[config.mk]
export PLATFORM = sky130hd
export DESIGN_NAME = srio_tx_sched
export DESIGN_NICKNAME = d
export VERILOG_FILES = /design/src/rtl/srio_tx_sched.sv
export SDC_FILE = /design/constraint.sdc
export NUM_CORES = 1
export LEC_CHECK = 0
export ABC_AREA = 1
export CAP_MARGIN = 20
export CORE_MARGIN = 2
export CORE_UTILIZATION = 43
export CTS_CLUSTER_DIAMETER = 40
export DETAILED_ROUTE_END_ITERATION = 10
export PLACE_DENSITY = 0.9
export SYNTH_ARGS = -nofsm -noshare
export SYNTH_HDL_FRONTEND = slang
export SYNTH_SLANG_ARGS = --single-unit
[constraint.sdc]
create_clock -name user_clk -period 6 [get_ports user_clk]
set_input_delay 0.9 -clock user_clk [delete_from_list [all_inputs] [get_ports user_clk]]
set_output_delay 0.9 -clock user_clk [all_outputs]
set_load 0.01 [all_outputs]
[src/rtl/srio_tx_sched.sv]
// srio_tx_sched: two-requester round-robin scheduler driving the SRIO user configuration port.
// Define SRIO_SCHED_DB_EN to build the doorbell phase (DB/WDB) after each successful transfer.
`timescale 1ns/1ps
module srio_tx_sched #(
    parameter int unsigned TIMEOUT_CYC = 4096,
    parameter int unsigned MAX_BYTES   = 256
) (
    input  logic        user_clk,
    input  logic        user_rst,
    input  logic        req0,
    input  logic        req1,
    input  logic [7:0]  dest_id0,
    input  logic [7:0]  dest_id1,
    input  logic [31:0] src_addr0,
    input  logic [31:0] src_addr1,
    input  logic [33:0] dest_addr0,
    input  logic [33:0] dest_addr1,
    input  logic [8:0]  byte_cnt0,
    input  logic [8:0]  byte_cnt1,
    input  logic [15:0] db_info0,
    input  logic [15:0] db_info1,
    output logic        ack0,
    output logic        ack1,
    output logic        done0,
    output logic        done1,
    output logic        err0,
    output logic        err1,
    output logic [7:0]  ucfg_dest_id,
    output logic [31:0] ucfg_src_start_addr,
    output logic [33:0] ucfg_dest_start_addr,
    output logic [8:0]  ucfg_byte_count,
    output logic [15:0] ucfg_db_info,
    output logic        ucfg_wr_n,
    output logic        ucfg_normal_trigger,
    output logic        ucfg_db_trigger,
    input  logic        srio_initial_busy,
    input  logic        srio_db_resp,
    output logic        sched_idle
);

    localparam logic [2:0] S_IDLE    = 3'd0;
    localparam logic [2:0] S_LOAD    = 3'd1;
    localparam logic [2:0] S_TRIG    = 3'd2;
    localparam logic [2:0] S_WBUSY_H = 3'd3;
    localparam logic [2:0] S_WBUSY_L = 3'd4;
`ifdef SRIO_SCHED_DB_EN
    localparam logic [2:0] S_DB      = 3'd5;
    localparam logic [2:0] S_WDB     = 3'd6;
`endif
    localparam logic [2:0] S_FIN     = 3'd7;

    localparam int unsigned    CW      = $clog2(TIMEOUT_CYC + 1);
    localparam logic [CW-1:0]  TO_LAST = CW'(TIMEOUT_CYC - 1);
    localparam logic [CW-1:0]  TO_SAT  = CW'(TIMEOUT_CYC);

    logic [2:0]    r_state;
    logic [CW-1:0] r_cnt;
    logic          r_ptr;
    logic          r_owner;
    logic          r_bad;
    logic          r_ack0, r_ack1;
    logic          r_done0, r_done1;
    logic          r_err0, r_err1;
    logic          r_ntrig;
    logic [7:0]    r_ucfg_dest_id;
    logic [31:0]   r_ucfg_src;
    logic [33:0]   r_ucfg_dst;
    logic [8:0]    r_ucfg_cnt;

    logic [2:0]    w_state_nxt;
    logic          w_sel;
    logic          w_grant;
    logic          w_cnt_bad;
    logic [8:0]    w_cnt_sel;
    logic          w_tmo;
    logic          w_err;
    logic          w_done;
    logic          w_ntrig;

`ifdef SRIO_SCHED_DB_EN
    logic          r_dbtrig;
    logic [15:0]   r_ucfg_db;
    logic          w_dbtrig;
`else
    logic          w_unused_db;
    assign w_unused_db = ^{srio_db_resp, db_info0, db_info1};
`endif

    // The descriptor is validated and loaded into ucfg_* at grant time, so the fields are
    // already stable during LOAD, one cycle ahead of the trigger pulse in TRIG.
    always_comb begin
        w_sel       = (req0 & req1) ? r_ptr : req1;
        w_cnt_sel   = w_sel ? byte_cnt1 : byte_cnt0;
        w_cnt_bad   = (w_cnt_sel == '0) || (32'(w_cnt_sel) > MAX_BYTES);
        w_tmo       = (r_cnt == TO_LAST);
        w_state_nxt = r_state;
        w_grant     = 1'b0;
        w_err       = 1'b0;
        w_done      = 1'b0;
        w_ntrig     = 1'b0;
`ifdef SRIO_SCHED_DB_EN
        w_dbtrig    = 1'b0;
`endif
        case (r_state)
            S_IDLE: begin
                if ((req0 | req1) && !srio_initial_busy) begin
                    w_grant     = 1'b1;
                    w_state_nxt = S_LOAD;
                end
            end
            S_LOAD: begin
                if (r_bad) begin
                    w_err       = 1'b1;
                    w_state_nxt = S_IDLE;
                end else begin
                    w_ntrig     = 1'b1;
                    w_state_nxt = S_TRIG;
                end
            end
            S_TRIG: w_state_nxt = S_WBUSY_H;
            S_WBUSY_H: begin
                if (srio_initial_busy) begin
                    w_state_nxt = S_WBUSY_L;
                end else if (w_tmo) begin
                    w_err       = 1'b1;
                    w_state_nxt = S_IDLE;
                end
            end
            S_WBUSY_L: begin
                if (!srio_initial_busy) begin
`ifdef SRIO_SCHED_DB_EN
                    w_dbtrig    = 1'b1;
                    w_state_nxt = S_DB;
`else
                    w_done      = 1'b1;
                    w_state_nxt = S_FIN;
`endif
                end else if (w_tmo) begin
                    w_err       = 1'b1;
                    w_state_nxt = S_IDLE;
                end
            end
`ifdef SRIO_SCHED_DB_EN
            S_DB: w_state_nxt = S_WDB;
            S_WDB: begin
                if (srio_db_resp) begin
                    w_done      = 1'b1;
                    w_state_nxt = S_FIN;
                end else if (w_tmo) begin
                    w_err       = 1'b1;
                    w_state_nxt = S_IDLE;
                end
            end
`endif
            S_FIN:   w_state_nxt = S_IDLE;
            default: w_state_nxt = S_IDLE;
        endcase
    end

    always_ff @(posedge user_clk or posedge user_rst) begin
        if (user_rst) begin
            r_state        <= S_IDLE;
            r_cnt          <= '0;
            r_ptr          <= 1'b0;
            r_owner        <= 1'b0;
            r_bad          <= 1'b0;
            r_ack0         <= 1'b0;
            r_ack1         <= 1'b0;
            r_done0        <= 1'b0;
            r_done1        <= 1'b0;
            r_err0         <= 1'b0;
            r_err1         <= 1'b0;
            r_ntrig        <= 1'b0;
            r_ucfg_dest_id <= '0;
            r_ucfg_src     <= '0;
            r_ucfg_dst     <= '0;
            r_ucfg_cnt     <= '0;
        end else begin
            r_state <= w_state_nxt;
            if (w_state_nxt != r_state) begin
                r_cnt <= '0;
            end else if (r_cnt != TO_SAT) begin
                r_cnt <= r_cnt + CW'(1);
            end
            r_ack0  <= w_grant & ~w_sel;
            r_ack1  <= w_grant & w_sel;
            r_err0  <= w_err & ~r_owner;
            r_err1  <= w_err & r_owner;
            r_done0 <= w_done & ~r_owner;
            r_done1 <= w_done & r_owner;
            r_ntrig <= w_ntrig;
            if (w_grant) begin
                r_owner <= w_sel;
                r_ptr   <= ~w_sel;
                r_bad   <= w_cnt_bad;
                if (!w_cnt_bad) begin
                    r_ucfg_dest_id <= w_sel ? dest_id1   : dest_id0;
                    r_ucfg_src     <= w_sel ? src_addr1  : src_addr0;
                    r_ucfg_dst     <= w_sel ? dest_addr1 : dest_addr0;
                    r_ucfg_cnt     <= w_cnt_sel;
                end
            end
        end
    end

`ifdef SRIO_SCHED_DB_EN
    always_ff @(posedge user_clk or posedge user_rst) begin
        if (user_rst) begin
            r_dbtrig  <= 1'b0;
            r_ucfg_db <= '0;
        end else begin
            r_dbtrig <= w_dbtrig;
            if (w_grant && !w_cnt_bad) begin
                r_ucfg_db <= w_sel ? db_info1 : db_info0;
            end
        end
    end

    assign ucfg_db_trigger = r_dbtrig;
    assign ucfg_db_info    = r_ucfg_db;
`else
    assign ucfg_db_trigger = 1'b0;
    assign ucfg_db_info    = '0;
`endif

    assign ack0                 = r_ack0;
    assign ack1                 = r_ack1;
    assign done0                = r_done0;
    assign done1                = r_done1;
    assign err0                 = r_err0;
    assign err1                 = r_err1;
    assign ucfg_dest_id         = r_ucfg_dest_id;
    assign ucfg_src_start_addr  = r_ucfg_src;
    assign ucfg_dest_start_addr = r_ucfg_dst;
    assign ucfg_byte_count      = r_ucfg_cnt;
    assign ucfg_wr_n            = 1'b0;
    assign ucfg_normal_trigger  = r_ntrig;
    assign sched_idle           = (r_state == S_IDLE);

endmodule

======== Word-level counts from Yosys, hierarchy flattened ========
Index checks and enable logic that the tools add are counted.
word-level totals
  register bits after elaboration ......... 109
  bits in latches ......................... 0
  bits in writable memories ............... 0
  ROM bits ................................ 0
  input bits .............................. 204
  output and inout port bits .............. 109
  logic and storage cells ................. 67
  memories ................................ 0
cells by class
  add/subtract/negate cells ............... 1
  multipliers ............................. 0
  divide/modulo/power cells ............... 0
  order comparisons ....................... 1
  equal/unequal tests ..................... 7
  shift operators ......................... 0
  multiplexer cells ....................... 24
  bitwise logic cells ..................... 11
  reduce and logical (&&, ||, !) cells .... 7
operators by type and width
  kind                                                   number
  2-to-1 mux 34 bit                                      1
  2-to-1 mux 32 bit                                      1
  2-to-1 mux 13 bit                                      2
  one-hot mux 3 bit (5 select lines)                     1
  adder 13 x 1 -> 13 bit, second input constant          1
  equality test 13 x 12 -> 1 bit, second input constant  1
  inequality test 13 bit, second input constant          1
  2-to-1 mux 3 bit                                       4
  2-to-1 mux 1 bit                                       11
  greater-than comparator 9 bit, second input constant   1
  zero test 9 bit                                        1
  2-to-1 mux 9 bit                                       1
  2-to-1 mux 8 bit                                       1
  bitwise AND 1 bit                                      7
  equality test 3 x 2 -> 1 bit, second input constant    2
  equality test 3 x 1 -> 1 bit, second input constant    1
  equality test 3 bit, second input constant             1
  zero test 3 bit                                        1
  inequality test 3 bit                                  1
  inverter 1 bit                                         3
  one-hot mux 1 bit (3 select lines)                     1
  2-to-1 mux 2 bit                                       1
  AND reduction 2 bit                                    1
  nonzero test 2 bit                                     1
  4 further kinds                                        4

======== Logic depth before layout (Yosys ltp) ========
Gate-level depths: netlist of the first run.
  depth in word-level cells ............... 7
  gate-level depth with buffers ........... 15
  gate-level depth less buffers ........... 12

======== Worst setup path after synthesis of the first run ========
No wires, ideal clock.
  path type ............................... input port to flip-flop
  from .................................... in req1
  to ...................................... reg r_ucfg_dest_id[0], in the netlist ucfg_dest_id[0]
  setup time .............................. 0.117 ns
  arrival ................................. 2.155 ns
  required time ........................... 5.883 ns
  path slack .............................. 3.727 ns
  stages on the path ...................... 13
  path buffers ............................ 3
  cells stage by stage .................... buf_2 a21boi_2 nand2_1 nand2_1 nand2_1 nor2_2 nand2_1 nand2_2 nand3_2 buf_6 buf_6 nand2_1 nand2_1
on the way
  longest elaborated chain between the ends .. 7
  elaborated cells on any way between the ends .. 13
  classes of those cells .................. order compare: 1; mux: 5; bitwise: 3; reduce/logical: 4
RTL lines
  what                                                              line  text
  start, declared                                                   11    input logic req1,
  bitwise AND 1 bit                                                 92    w_sel = (req0 & req1) ? r_ptr : req1;
  2-to-1 mux 1 bit                                                  92
  2-to-1 mux 9 bit                                                  93    w_cnt_sel = w_sel ? byte_cnt1 : byte_cnt0;
  greater-than comparator 9 bit or zero test 9 bit (tied branches)  94    w_cnt_bad = (w_cnt_sel == '0) || (32'(w_cnt_sel) > MAX_BYTES);
  logical OR 1 bit                                                  94
  inverter 1 bit (no line)                                          n/a
  AND reduction 2 bit (no line)                                     n/a
  end signal, assigned                                              197   r_ucfg_dest_id <= w_sel ? dest_id1 : dest_id0;
  end, declared                                                     65    logic [7:0] r_ucfg_dest_id;
Parallel ways exist; a longest one is shown, timed or not.
A chain may end at the register's enable or synchronous reset.

======== Worst setup path after layout of the first run ========
  from .................................... in req1
  to ...................................... reg r_ucfg_dest_id[2], in the netlist ucfg_dest_id[2]
Same word-level chain as after synthesis.

==> results of run 1 <==
power by group:
part           internal, mW  switching [mW]
combinational         0.733           0.763
clock                 0.390           0.265
sequential             1.01           0.153
total                  2.14            1.18
kinds of logic (layout without fill, tap and decap cells):
| family | after synthesis | after routing | synth area share [%] |
|---|---|---|---|
| compound gates | 11 | 11 | 1.17 |
| xor+xnor | 11 | 11 | 1.61 |
| fa+ha+maj | 2 | 2 | 0.418 |
| buf+inv | 117 | 327 | 10.1 |
| flops | 109 | 109 | 45.6 |
| other cells | 1 | 18 | 0.0627 |
| simple gates | 577 | 577 | 41.0 |
worst min-delay path: cells and delay by family (launching register included):
family	cells	cell delay, ps
and+or+nand+nor	2	90
DFF	1	340
registers in the layout (all words and copies together), names as in the netlist, 3 cells and up:
name                  flops
ucfg_src_start_addr      32
r_state                   3
r_cnt                    13
ucfg_dest_start_addr     34
ucfg_dest_id              8
ucfg_byte_count           9
metal layers:
layer | vias to the layer above | global-route usage (%) | wire, microns
met2 | 240 | 40.4 | 8570
met3 | 30 | 5.43 | 1390
met4 | 0 | 8.12 | 399
li1 | 3026 | - | -
met1 | 2741 | 27.6 | 6880
met5 | - | 0 | 0
how the worst max path moves through the flow:
| stage | startpoint | endpoint |
|---|---|---|
| after floorplan | user_rst | ack0 |
| after detailed placement | req1 | r_bad |
| after CTS | req1 | r_bad |
| after global routing | req1 | ucfg_src_start_addr[16] |
| after global placement | req1 | r_bad |
| final | req1 | ucfg_dest_id[2] |
synthesized netlist by cell type, drive strengths merged:
cell     number
buf          51
dfrtp       109
ha            2
a21oi         2
o31ai         1
xnor2         2
inv          44
or2           1
and2          1
nor3          5
xor2          9
nand4        85
o2111ai       1
o21ai         5
nand2       431
clkbuf       22
nand3b        7
nor2         33
conb          1
o211ai        1
a21boi        1
nor3b         1
nand3        13
layout by cell type (no fill, tap or decap), drive strengths merged, types with 5 or more instances in the layout:
| cell | instances |
|---|---|
| buf | 6 |
| o21ai | 5 |
| xor2 | 9 |
| clkdlybuf4s50 | 261 |
| dfrtp | 109 |
| nor2 | 33 |
| inv | 45 |
| nand3b | 7 |
| nand2 | 431 |
| clkbuf | 11 |
| conb | 18 |
| nor3 | 5 |
| nand3 | 13 |
| nand4 | 85 |
cell type report:
cell class                      instances  area [sq um]
Fill cell                            1147          4850
Clock buffer                           11           253
Clock inverter                          5          81.3
Multi-Input combinational cell        619          2750
Inverter                               44           168
Timing Repair Buffer                  267          2660
Tap cell                              180           225
Sequential cell                       109          2730
==> results.md, run 1 <==
* Total power density per cell area at about 370 nW/um^2
* Critical Path Max Stage Delay at 900 ps
* Overall global routing resource usage at between 20% and 30%
* Overall via count from detail_route at 6,037
* DRC at 0
* Result of the run: finished clean
* Global placer's final weighted congestion at between 0.8 and 0.9
* Post-CTS sizing at 0
* Worst path arrival time at between 4000 and 5000 ps
* Site Rows at 43
* Clk Latency, worst-skew pair at 340 ps
* Flop2flop setup slack at around 2700 ps
* Leak Pwr at roughly 4.4 nW
* Pins Over Slew Limit at 0
* Total congestion overflow after global routing at 0
* Vertical die dimension at roughly 120 microns
* Type of element launching the critical path: input port
* Total design power at 3.32 mW
* Peak clock frequency supported by timing at 0.240 GHz
* Register area share after synthesis at ~46%
* Relative slew slack at 31.1%
* Peak supply drop at between 0.15 and 0.2 mV
* Netlist area before placement at 5980 sq um
* Critical path's slowest cell: sky130_fd_sc_hd__a21boi_4
* Endpoint type of the worst setup path: flop
* Clock root buffer: sky130_fd_sc_hd__clkbuf_16
* CTS Hold Buffers Added at 0
* Class of the most critical setup path: input port to flop
* Number of buffers on the longest clock path at 2
* Cell type contributing the most total cell area after synthesis: sky130_fd_sc_hd__dfrtp_1
* Sink Count at 109
* Overall routed net length at approximately 17,000 microns
* Worst-path fanout max at 84
* Number of diodes added for antenna fixing at 0
* Clock tree from TritonCTS: yes
* R2R cell count at 12
* Largest clock skew in the final design at approximately 7.1 ps
* Setup repair after global routing missed its margin: no
* Minimum setup slack after placement at between 1000 and 1500 ps
* Number of flip-flops and latches in the synthesized netlist at 109
* Crit path buffers/inverters at 1
* Floorplan core area at ~14,000 sq um
* Top Family by Delay on Critical Path: simple AND/OR/NAND/NOR gates
* 1st-iter DRT viols at about 370
* Synthesis Warnings at 0
* CP Cell Sequence: clkdlybuf4s50_1 -> a21boi_4 -> nand2_1 -> nand2_1 -> nand2_1 -> nor2_2 -> nand2_1 -> nand2_4 -> nand3_4 -> nand2_1 -> nand2_1
* Kind of path behind the tightest hold check: flop to flop
* Post-route cell area at around 8900 sq um
* Post-detailed-route count of antenna-violating nets at 0
* Terminating pin of the worst hold path: ucfg_dest_id[7]
* Die width at 122 microns
* Total half-perimeter wirelength after legalization and detailed placement at about 12,000 microns
* Post-route non-filler standard cell count at between 1,000 and 1,500
* Placed cell count at approximately 1,200
* Total negative slack at 0 ps
* Average wire per cell in the routed design at roughly 14 microns
* Initial antenna violation count at 0
* Number of max-cap violations at 0
* First-pass GRT wire length at 27,200 microns
* Period utilization at a little over two thirds
* Dominant cell type by count on the critical path: sky130_fd_sc_hd__nand2_1
* Initial core utilization at 43.6%
* Beginning of the worst hold path: ucfg_dest_id[7]
* Via-per-instance ratio at around 5
* Router iterations before antenna repair at 9
* Required arrival time at the worst endpoint at 6220 ps
* Final core area utilization at approximately 65%
* Number of I/O pins at about 310
* Maximum number of pins on one net before global-route repair at 85
* Average instance area after synthesis at slightly above 7 sq um
* Cell count after synthesis at 828
* Nets at between 1,000 and 1,500
* Transition time at the pin with the least slew margin at just over 1000 ps
* Number of buffers added on ports at ~260
* Die outline area at around 15,000 sq um
* Cell area after placement at approximately 8500 sq um
* Layout area overhead at 48.2%
* Area share of the largest cell type after synthesis at 45.6%
* Hold Path Depth at 2
* Final Hold Violating Endpoints at 0
* Library cells used by synthesis at 31
* Logic depth of the worst path, buffers included at 11
* H-tree depth at 3
* Ranking of synthesized cells by area: sky130_fd_sc_hd__dfrtp_1 46%, sky130_fd_sc_hd__nand2_1 27%, sky130_fd_sc_hd__nand4_1 8.9%, sky130_fd_sc_hd__inv_1 2.7%, sky130_fd_sc_hd__buf_4 2.6%
* Buffers inserted by post-CTS timing repair at 0
* FF-to-FF Start: r_ptr
* Time the worst path needs with I/O delays and setup at roughly 4200 ps
* Setup violations, final at 0
* Fin Hold WS at approximately 470 ps
* Via count of the first global-routing pass at roughly 5,600
* R2r endpoint: ucfg_dest_id[2]
* Final worst-path setup slack at roughly 1800 ps
* Cts bufs inserted at 9
* Share of layout cells above drive strength 1 at 3.13%
* Clock slew seen by the registers of the worst setup and hold paths at around 70 ps
(Power assumes the default switching activity.)
==> inputs of run 2 (changes only) <==
CORE_UTILIZATION = 40   (was 43)
PLACE_DENSITY = 0.85   (was 0.9)
clock period = 4.1 ns   (was 6 ns; I/O delays follow)
==> run 2 against run 1 <==
Effect of this change: die area rose by 7.3%; count of clock-buffer cells in the layout did not move; register-to-register slack lost 1300 ps; global-route usage down 0.72 points; wire length rose by 2.6%; clock power rose by 26%.
==> results.md, run 2 (synthesis gave the netlist of run 1 again) <==
* Result of the run: finished clean
* Type of element launching the critical path: input port
* Terminating pin of the worst hold path: done0
* 1st-iter DRT viols at 439
* Post-detailed-route count of antenna-violating nets at 0
* Period utilization at roughly 76%
* Largest clock skew in the final design at about 9.5 ps
* Transition time at the pin with the least slew margin at around 970 ps
* Buffers inserted by post-CTS timing repair at 0
* Number of diodes added for antenna fixing at 0
* Switching power summed over all nets at around 1.7 mW
* Total power density per cell area at between 500 and 600 nW/um^2
* Leading cell types in the layout, fill and taps excluded: 428 x sky130_fd_sc_hd__nand2_1, 261 x sky130_fd_sc_hd__clkdlybuf4s50_1, 109 x sky130_fd_sc_hd__dfrtp_1
* Total congestion overflow after global routing at 0
* DRC at 0
* Clk Latency, worst-skew pair at ~350 ps
* Cts bufs inserted at 9
* Post-CTS sizing at 0
* R2R cell count at 13
* Overall routed net length at ~18,000 microns
* Overall global routing resource usage at between 20 and 25%
* Initial core utilization at 41.0%
* Site Rows at 44
* FF-to-FF Start: r_ptr
* Fin Hold WS at 448 ps
* Number of flip-flops under the largest register name at 34
* Flop2flop setup slack at approximately 1400 ps
* Final Hold Violating Endpoints at 0
* Part of the total power dissipated in sequential elements at 36.0%
* Peak clock frequency supported by timing at roughly 0.32 GHz
* Int Pwr at 3.00 mW
* Endpoint type of the worst setup path: flop
* Via-per-instance ratio at 4.91
* Commonest non-fill, non-tap cell in the layout: sky130_fd_sc_hd__nand2_1
* Class of the most critical setup path: input port to flop
* Leak Pwr at 4.45 nW
* Time the worst path needs with I/O delays and setup at roughly 3100 ps
* Worst path arrival time at 3370 ps
* Share of layout cells above drive strength 1 at ~3.5%
* CTS Hold Buffers Added at 0
* Switching Share at 36.7%
* Clock share of power at 17.3%
* Kind of path behind the tightest hold check: flop to flop
* Setup repair after global routing missed its margin: no
* Peak supply drop at roughly 0.23 mV
* Total negative slack at 0 ps
* Comb power frac at 46.7%
* Clock root buffer: sky130_fd_sc_hd__clkbuf_16
* Die outline area at 16,000 sq um
* First-pass GRT wire length at between 20,000 and 30,000 microns
* Router iterations before antenna repair at 4
* Worst Setup SP: req0
* Via count of the first global-routing pass at around 5,900
* H-tree depth at 3
* Maximum number of pins on one net before global-route repair at slightly above 80
* Hold Path Depth at 1
* Number of I/O pins at about 310
* Vertical die dimension at between 100 and 150 microns
* Pins Over Slew Limit at 0
* Layout area overhead at 48.1%
* Relative slew slack at a little over a third
* Setup violations, final at 0
* Total half-perimeter wirelength after legalization and detailed placement at about 13,000 microns
* Required arrival time at the worst endpoint at about 4300 ps
* Number of buffers added on ports at ~260
* Clock tree from TritonCTS: yes
* Number of buffers on the longest clock path at 2
* Nets at about 1,300
* Floorplan core area at about 15,000 sq um
* Number of max-cap violations at 0
* Global placer's final weighted congestion at 0.829
* Sink Count at 109
* Worst-path fanout max at 26
* Average wire per cell in the routed design at between 10 and 15 microns
* Initial antenna violation count at 0
* R2r endpoint: ucfg_dest_start_addr[31]
* Die width at 126 microns
* Clock slew seen by the registers of the worst setup and hold paths at 70 ps
* Beginning of the worst hold path: r_owner
* Overall via count from detail_route at 6,109
[run 2: changes by cell type in the layout (fill, tap and decap cells not counted)]
cell,previous run,this run
sky130_fd_sc_hd__clkbuf_1,0,1
sky130_fd_sc_hd__clkinv_4,0,1
sky130_fd_sc_hd__nand2_4,1,0
sky130_fd_sc_hd__nand2_2,2,3
sky130_fd_sc_hd__clkbuf_8,2,1
sky130_fd_sc_hd__buf_12,0,1
sky130_fd_sc_hd__bufinv_16,2,0
sky130_fd_sc_hd__clkinvlp_4,1,0
sky130_fd_sc_hd__inv_6,1,2
sky130_fd_sc_hd__buf_4,6,11
[run 2: routing by layer]
layer | GRT usage (%) | routed length, microns
met1 | 27.1 | 7150
met2 | 39.8 | 9080
met3 | 3.63 | 1010
met4 | 8.53 | 437
met5 | 0 | 0
[run 2: power groups by stage]
| stage | logic, mW | registers [mW] | clock network (mW) |
|---|---|---|---|
| after floorplan | 0.863 | 1.89 | 0 |
| after global placement | 2.18 | 1.71 | 0 |
| after detailed placement | 2.23 | 1.72 | 0 |
| after CTS | 2.23 | 1.71 | 0.847 |
| after global routing | 2.43 | 1.76 | 0.885 |
| final | 2.21 | 1.70 | 0.822 |
[run 2: how the worst max path moves through the flow]
stage	to	slack, ps	cells after the start
final	ucfg_dest_start_addr[31]	970	13
after global routing	ucfg_dest_start_addr[30]	730	13
after CTS	ucfg_src_start_addr[9]	980	13
after detailed placement	ucfg_dest_start_addr[26]	630	13
after global placement	ucfg_dest_id[7]	730	13
after floorplan	ack0	610	1
[run 2: worst max-delay path, stage by stage]
cell and delay (ps):
sky130_fd_sc_hd__clkdlybuf4s50_1 590, sky130_fd_sc_hd__nand2_2 190, sky130_fd_sc_hd__nand2_2 270, sky130_fd_sc_hd__nand2_1 80, sky130_fd_sc_hd__nand2_1 110, sky130_fd_sc_hd__nand2_1 70, sky130_fd_sc_hd__nor2_2 220, sky130_fd_sc_hd__nand2_1 100
sky130_fd_sc_hd__nand2_2 300, sky130_fd_sc_hd__nand3_4 310, sky130_fd_sc_hd__buf_4 330, sky130_fd_sc_hd__nand2_1 100, sky130_fd_sc_hd__nand2_1 50
[run 2: cell type report]
| type | count | area, sq um |
|---|---|---|
| flip-flops and latches | 109 | 2730 |
| repair buffers | 273 | 2720 |
| clock buffers | 11 | 243 |
| clock inverters | 4 | 31.3 |
| multi-input cells | 619 | 2750 |
| fillers | 1278 | 5730 |
| inverters | 44 | 168 |
| well taps | 184 | 230 |
[run 2: per-stage QoR]
step / area [sq um] / utilization [%] / setup slack [ps] / instances / total power [mW]
2_1_floorplan: 6050 / - / 611 / 845 / 2.75
3_3_place_gp: 8590 / 58.9 / 725 / 1229 / 3.88
3_5_place_dp: 8590 / 58.9 / 629 / 1229 / 3.94
4_1_cts: 8860 / 60.7 / 984 / 1244 / 4.79
5_1_grt: 8860 / 60.7 / 729 / 1244 / 5.07
6_report: 8860 / 60.7 / 966 / 1244 / 4.74
